File: src/rtl/bidir_bus_ctrl.sv
// bidir_bus_ctrl
//   Sequencer in front of bidir_buf. Turns single-beat read/write commands
//   into timed bus phases (drive -> turnaround for writes, sample for reads)
//   and returns read data on a valid/ready response channel. oe only rises
//   from IDLE, and IDLE after a write is only reachable through TURN, so the
//   bus is always released for TURN_CYCLES before it can be driven again.
//
// Ports
//   clk, rst            clock, synchronous active-high reset
//   cmd_valid/ready     command handshake; cmd_wr selects write(1)/read(0),
//   cmd_wr, cmd_wdata   both sampled only at acceptance
//   rsp_valid/ready     read response handshake, rsp_rdata = captured bus
//   buf_oe, buf_in      to bidir_buf (registered)
//   buf_out             bus value from bidir_buf
//   busy                high whenever not IDLE
//   wr_count, rd_count  completed write/read counters, saturating
//                       (present only with BIDIR_BUS_CTRL_TXN_CNT_EN)
module bidir_bus_ctrl #(
  parameter int WIDTH         = 8,
  parameter int DRIVE_CYCLES  = 2,
  parameter int TURN_CYCLES   = 1,
  parameter int SAMPLE_CYCLES = 2
) (
  input  logic             clk,
  input  logic             rst,
  input  logic             cmd_valid,
  output logic             cmd_ready,
  input  logic             cmd_wr,
  input  logic [WIDTH-1:0] cmd_wdata,
  output logic             rsp_valid,
  input  logic             rsp_ready,
  output logic [WIDTH-1:0] rsp_rdata,
  output logic             buf_oe,
  output logic [WIDTH-1:0] buf_in,
  input  logic [WIDTH-1:0] buf_out,
  output logic             busy
`ifdef BIDIR_BUS_CTRL_TXN_CNT_EN
  ,
  output logic [15:0]      wr_count,
  output logic [15:0]      rd_count
`endif
);

  localparam int MAX_DT = (DRIVE_CYCLES > TURN_CYCLES) ? DRIVE_CYCLES : TURN_CYCLES;
  localparam int MAXC   = (MAX_DT > SAMPLE_CYCLES) ? MAX_DT : SAMPLE_CYCLES;
  localparam int CW     = $clog2(MAXC) + 1;

  // Counter holds "cycles left after this one" in the current phase.
  localparam logic [CW-1:0] DRV_LD = CW'(DRIVE_CYCLES - 1);
  localparam logic [CW-1:0] TRN_LD = CW'(TURN_CYCLES - 1);
  localparam logic [CW-1:0] SMP_LD = CW'(SAMPLE_CYCLES - 1);

  typedef enum logic [2:0] {S_IDLE, S_DRIVE, S_TURN, S_SAMPLE, S_RESP} state_t;

  state_t           state_q, state_d;
  logic [CW-1:0]    cnt_q, cnt_d;
  logic             buf_oe_q, buf_oe_d;
  logic [WIDTH-1:0] buf_in_q, buf_in_d;
  logic             rsp_valid_q, rsp_valid_d;
  logic [WIDTH-1:0] rsp_rdata_q, rsp_rdata_d;

  always_comb begin
    state_d     = state_q;
    cnt_d       = cnt_q;
    buf_oe_d    = buf_oe_q;
    buf_in_d    = buf_in_q;
    rsp_valid_d = rsp_valid_q;
    rsp_rdata_d = rsp_rdata_q;
    case (state_q)
      S_IDLE: begin
        buf_oe_d = 1'b0;
        if (cmd_valid) begin
          if (cmd_wr) begin
            buf_in_d = cmd_wdata;
            buf_oe_d = 1'b1;
            state_d  = S_DRIVE;
            cnt_d    = DRV_LD;
          end else begin
            state_d = S_SAMPLE;
            cnt_d   = SMP_LD;
          end
        end
      end
      S_DRIVE: begin
        if (cnt_q == '0) begin
          buf_oe_d = 1'b0;
          state_d  = S_TURN;
          cnt_d    = TRN_LD;
        end else begin
          cnt_d = cnt_q - CW'(1);
        end
      end
      S_TURN: begin
        if (cnt_q == '0) begin
          state_d = S_IDLE;
          cnt_d   = '0;
        end else begin
          cnt_d = cnt_q - CW'(1);
        end
      end
      S_SAMPLE: begin
        // buf_out is only looked at on the final sample cycle
        if (cnt_q == '0) begin
          rsp_rdata_d = buf_out;
          rsp_valid_d = 1'b1;
          state_d     = S_RESP;
          cnt_d       = '0;
        end else begin
          cnt_d = cnt_q - CW'(1);
        end
      end
      S_RESP: begin
        if (rsp_ready) begin
          rsp_valid_d = 1'b0;
          state_d     = S_IDLE;
          cnt_d       = '0;
        end
      end
      default: begin
        state_d  = S_IDLE;
        cnt_d    = '0;
        buf_oe_d = 1'b0;
      end
    endcase
  end

  always_ff @(posedge clk) begin
    if (rst) begin
      state_q     <= S_IDLE;
      cnt_q       <= '0;
      buf_oe_q    <= 1'b0;
      buf_in_q    <= '0;
      rsp_valid_q <= 1'b0;
      rsp_rdata_q <= '0;
    end else begin
      state_q     <= state_d;
      cnt_q       <= cnt_d;
      buf_oe_q    <= buf_oe_d;
      buf_in_q    <= buf_in_d;
      rsp_valid_q <= rsp_valid_d;
      rsp_rdata_q <= rsp_rdata_d;
    end
  end

  assign cmd_ready = (state_q == S_IDLE);
  assign busy      = ~cmd_ready;
  assign buf_oe    = buf_oe_q;
  assign buf_in    = buf_in_q;
  assign rsp_valid = rsp_valid_q;
  assign rsp_rdata = rsp_rdata_q;

`ifdef BIDIR_BUS_CTRL_TXN_CNT_EN
  logic [15:0] wr_count_q, wr_count_d;
  logic [15:0] rd_count_q, rd_count_d;

  always_comb begin
    wr_count_d = wr_count_q;
    rd_count_d = rd_count_q;
    if (state_q == S_TURN && cnt_q == '0 && wr_count_q != 16'hFFFF)
      wr_count_d = wr_count_q + 16'd1;
    if (state_q == S_RESP && rsp_ready && rd_count_q != 16'hFFFF)
      rd_count_d = rd_count_q + 16'd1;
  end

  always_ff @(posedge clk) begin
    if (rst) begin
      wr_count_q <= '0;
      rd_count_q <= '0;
    end else begin
      wr_count_q <= wr_count_d;
      rd_count_q <= rd_count_d;
    end
  end

  assign wr_count = wr_count_q;
  assign rd_count = rd_count_q;
`endif

endmodule

File: config.mk
export PLATFORM = sky130hd
export DESIGN_NAME = bidir_bus_ctrl
export DESIGN_NICKNAME = d
export VERILOG_FILES = /design/src/rtl/bidir_bus_ctrl.sv
export SDC_FILE = /design/constraint.sdc
export NUM_CORES = 1
export LEC_CHECK = 0
export ABC_AREA = 1
export BUFFER_PORTS_ARGS = -buffer_cell sky130_fd_sc_hd__buf_2
export CORE_MARGIN = 1
export CORE_UTILIZATION = 48
export DETAILED_ROUTE_END_ITERATION = 12
export PLACE_DENSITY = 0.78
export SLEW_MARGIN = 10
export SYNTH_ARGS = -nofsm -noshare
export SYNTH_HDL_FRONTEND = slang
export SYNTH_SLANG_ARGS = --single-unit
File: constraint.sdc
create_clock -name clk -period 2.15 [get_ports clk]
set_input_delay 0.1075 -clock clk [delete_from_list [all_inputs] [get_ports clk]]
set_output_delay 0.1075 -clock clk [all_outputs]
set_load 0.02 [all_outputs]
==> results.md <==
- Status: completed
- Power Total: ~960 µW
- Routed WL: around 1.9 mm
- IO Pins: 41
- CTS Buffer Depth: 2
- Flip-flop and latch area: between 400 and 500 µm²
- Place WS: a little under 0.9 ns
- Mapped Area: 908 µm²
- Yosys cell types: 16
- Setup ws final: roughly 0.74 ns
- Total CTS buffers: 3
- Crit path time final: 1.41 ns
- CP startpoint kind: register
- Max-Cap Viols: 0
- Gate Count Post-Synth: about 120
- Max Clk Rate: a little over 700 MHz
- Mapped Avg Cell Area: approximately 7.5 µm²
- CP max stage cell: dfxtp_1
- Pwr dens: roughly 830 nW/µm²
- Mapped Nets: about 140
- Sequential share of the synthesized area: about half
- Reg-to-Reg Start: state_q[1]$_SDFFE_PP0P_
- Fin. Hold Viols: 0
- Largest net degree at the start of global routing: 19
- Warnings from Yosys: 0
- Routed vias: around 900
- Fin crit share: 65.6%
- CP startpoint: state_q[1]$_SDFFE_PP0P_
- CP Data Arrival Time: 1.30 ns
- Levels on crit path: 4
- Final Skew: approximately 0.0056 ns
- Drc violations: 0
- Max Slew Vio Count: 0
- Tightest Hold Check Type: primary input to register
- R2r worst-path depth: 4
- CP peak stage delay: around 0.38 ns
- Reg-to-reg slack, setup: between 0.8 and 0.9 ns
- Crit-path cells: nor2_2, nand2_1, inv_1, buf_2
- I/O Buffers: 40
- Multi-input gate area: between 300 and 400 µm²
- Hold Buf Count CTS: 0
- CTS tree: built
- Clock root buffer master: clkbuf_4
- Slew HR: a little over two thirds
- Setup_tns: 0 ns
- DRT Pass-1 Iters: 4
- Peak supply drop: roughly 0.46 mV
- Core Region: roughly 1700 µm²
- Die X: around 46 µm
- Final HPWL DP: between 1 and 1.5 mm
- DP Area: between 1000 and 1500 µm²
- Max FO, Critical Path: 5
- Site Rows: 15
- Most frequent cells in the layout: buf_2, dfxtp_1, nor2_1
- Post-route cell area: around 1200 µm²
- Nets: between 150 and 200
- Commonest non-fill, non-tap cell in the layout: buf_2
- First-pass GRT wire length: a little under 3 mm
- R2R Path End: buf_in[4]$_SDFFE_PP0P_
- WP buf/inv: 2
- # clock sinks: 23
- Post-CTS Setup Inserts: 0
- Worst Max-Slew Pin Slew: approximately 0.45 ns
- Share of post-route cells with drive strength above 1: 30.7%
- Filler cells: between 150 and 200
- Antenna fix cells: 0
- Clock slew at reported path FFs: ~0.13 ns
- Area Overhead vs Synth: 27.3%
- Initial core utilization: 52.0%
- Die Area: approximately 2100 µm²
- Post-layout util: 66.2%
- H-tree levels: 1
- Worst hold path depth: 3
- CTS resizes: 0
- GRT Residual Overflow: 0
- 1st-iter DRT viols: 15
- Post-route ant nets: 0
- RSZ-0062 raised after global routing: false
- Crit end category: primary output
- DR vias/cell: 4.77
- Global placement routability congestion: 0.799
- Clock latency on the worst-skew pair: approximately 0.31 ns
- Worst Hold End: rsp_rdata[1]$_SDFFE_PP0P_
- Antenna violations before repair: 0
- DIE HEIGHT: 45.5 µm
- HP Start: buf_out[1]
- CP required: ~2.0 ns
- GR Util All Layers: 20.2%
- Family with the most delay on the worst path: flip-flops
- P_leak: between 0.5 and 0.6 nW
- Setup violators final: 0
- Routed length per instance: 10.3 µm
- Yosys reg bits: 23
- CP Class: register to primary output
- Vias in the first global route: 751
## registers in the layout (all words and copies together), names as in the netlist
register	cells
buf_in	8
rsp_valid	1
rsp_rdata	8
state_q	3
cnt_q	2
buf_oe	1
## cell usage after synthesis
cell type | number | share of area, %
nor2_2 | 2 | 1.4
nand3_1 | 8 | 4.4
o21ai_0 | 17 | 9.4
inv_2 | 2 | 0.83
buf_1 | 1 | 0.41
a21oi_1 | 13 | 7.2
nand2_1 | 12 | 5.0
nand4_2 | 1 | 1.4
nor3_1 | 1 | 0.55
dfxtp_1 | 23 | 51
buf_4 | 1 | 0.83
inv_1 | 17 | 7.0
a21boi_0 | 1 | 0.83
nor2_1 | 19 | 7.9
o21ai_1 | 2 | 1.1
nor2_4 | 1 | 1.2
## worst register-to-register path: cells and delay by family (launching register included)
family,cells,cell delay [ns]
AO/OA/AOI/OAI,2,0.33
flip-flops,1,0.38
AND/OR/NAND/NOR,2,0.49
## worst max-delay path by stage
| stage | slack (ns) | to |
|---|---|---|
| final | 0.74 | cmd_ready |
| after global routing | 0.70 | buf_in[6]$_SDFFE_PP0P_ |
| after CTS | 0.77 | cmd_ready |
| after detailed placement | 0.87 | buf_in[4]$_SDFFE_PP0P_ |
| after global placement | 0.94 | buf_in[7]$_SDFFE_PP0P_ |
| after floorplan | 0.98 | state_q[0]$_SDFFE_PP0P_ |
## per-stage QoR
| stage | cells | hold slack, ns |
|---|---|---|
| final | 188 | 0.0193 |
| after floorplan | 121 | 0.177 |
| after detailed placement | 184 | 0.336 |
| after CTS | 188 | 0.00921 |
| after global routing | 188 | 0.00353 |
| after global placement | 184 | 0.329 |
## kinds of logic after synthesis
family / count (synthesis) / share of synthesized area, %
buffers and inverters: 21 / 9.09
DFF: 23 / 50.7
AOI/OAI and AO/OA: 33 / 18.5
and+or+nand+nor: 44 / 21.8
## where the power goes
part / internal, mW / switching [mW] / total [mW]
combinational: 0.0929 / 0.178 / 0.271
clock: 0.0694 / 0.126 / 0.196
sequential: 0.470 / 0.0277 / 0.497
## layout make-up
| class | instances | area share (%) |
|---|---|---|
| flip-flops and latches | 23 | 39.8 |
| multi-input cells | 77 | 31.6 |
| repair buffers | 40 | 17.3 |
| inverters | 19 | 6.17 |
| well taps | 25 | 2.71 |
| clock buffers | 3 | 1.95 |
| clock inverters | 1 | 0.433 |
## metal layers
layer / GRT usage, % / routed length, µm
met5: 0 / 0
met4: 9.09 / 11
met3: 5.56 / 122
met2: 32.6 / 903
met1: 24.8 / 891
Power figures use the tool's default switching activity.
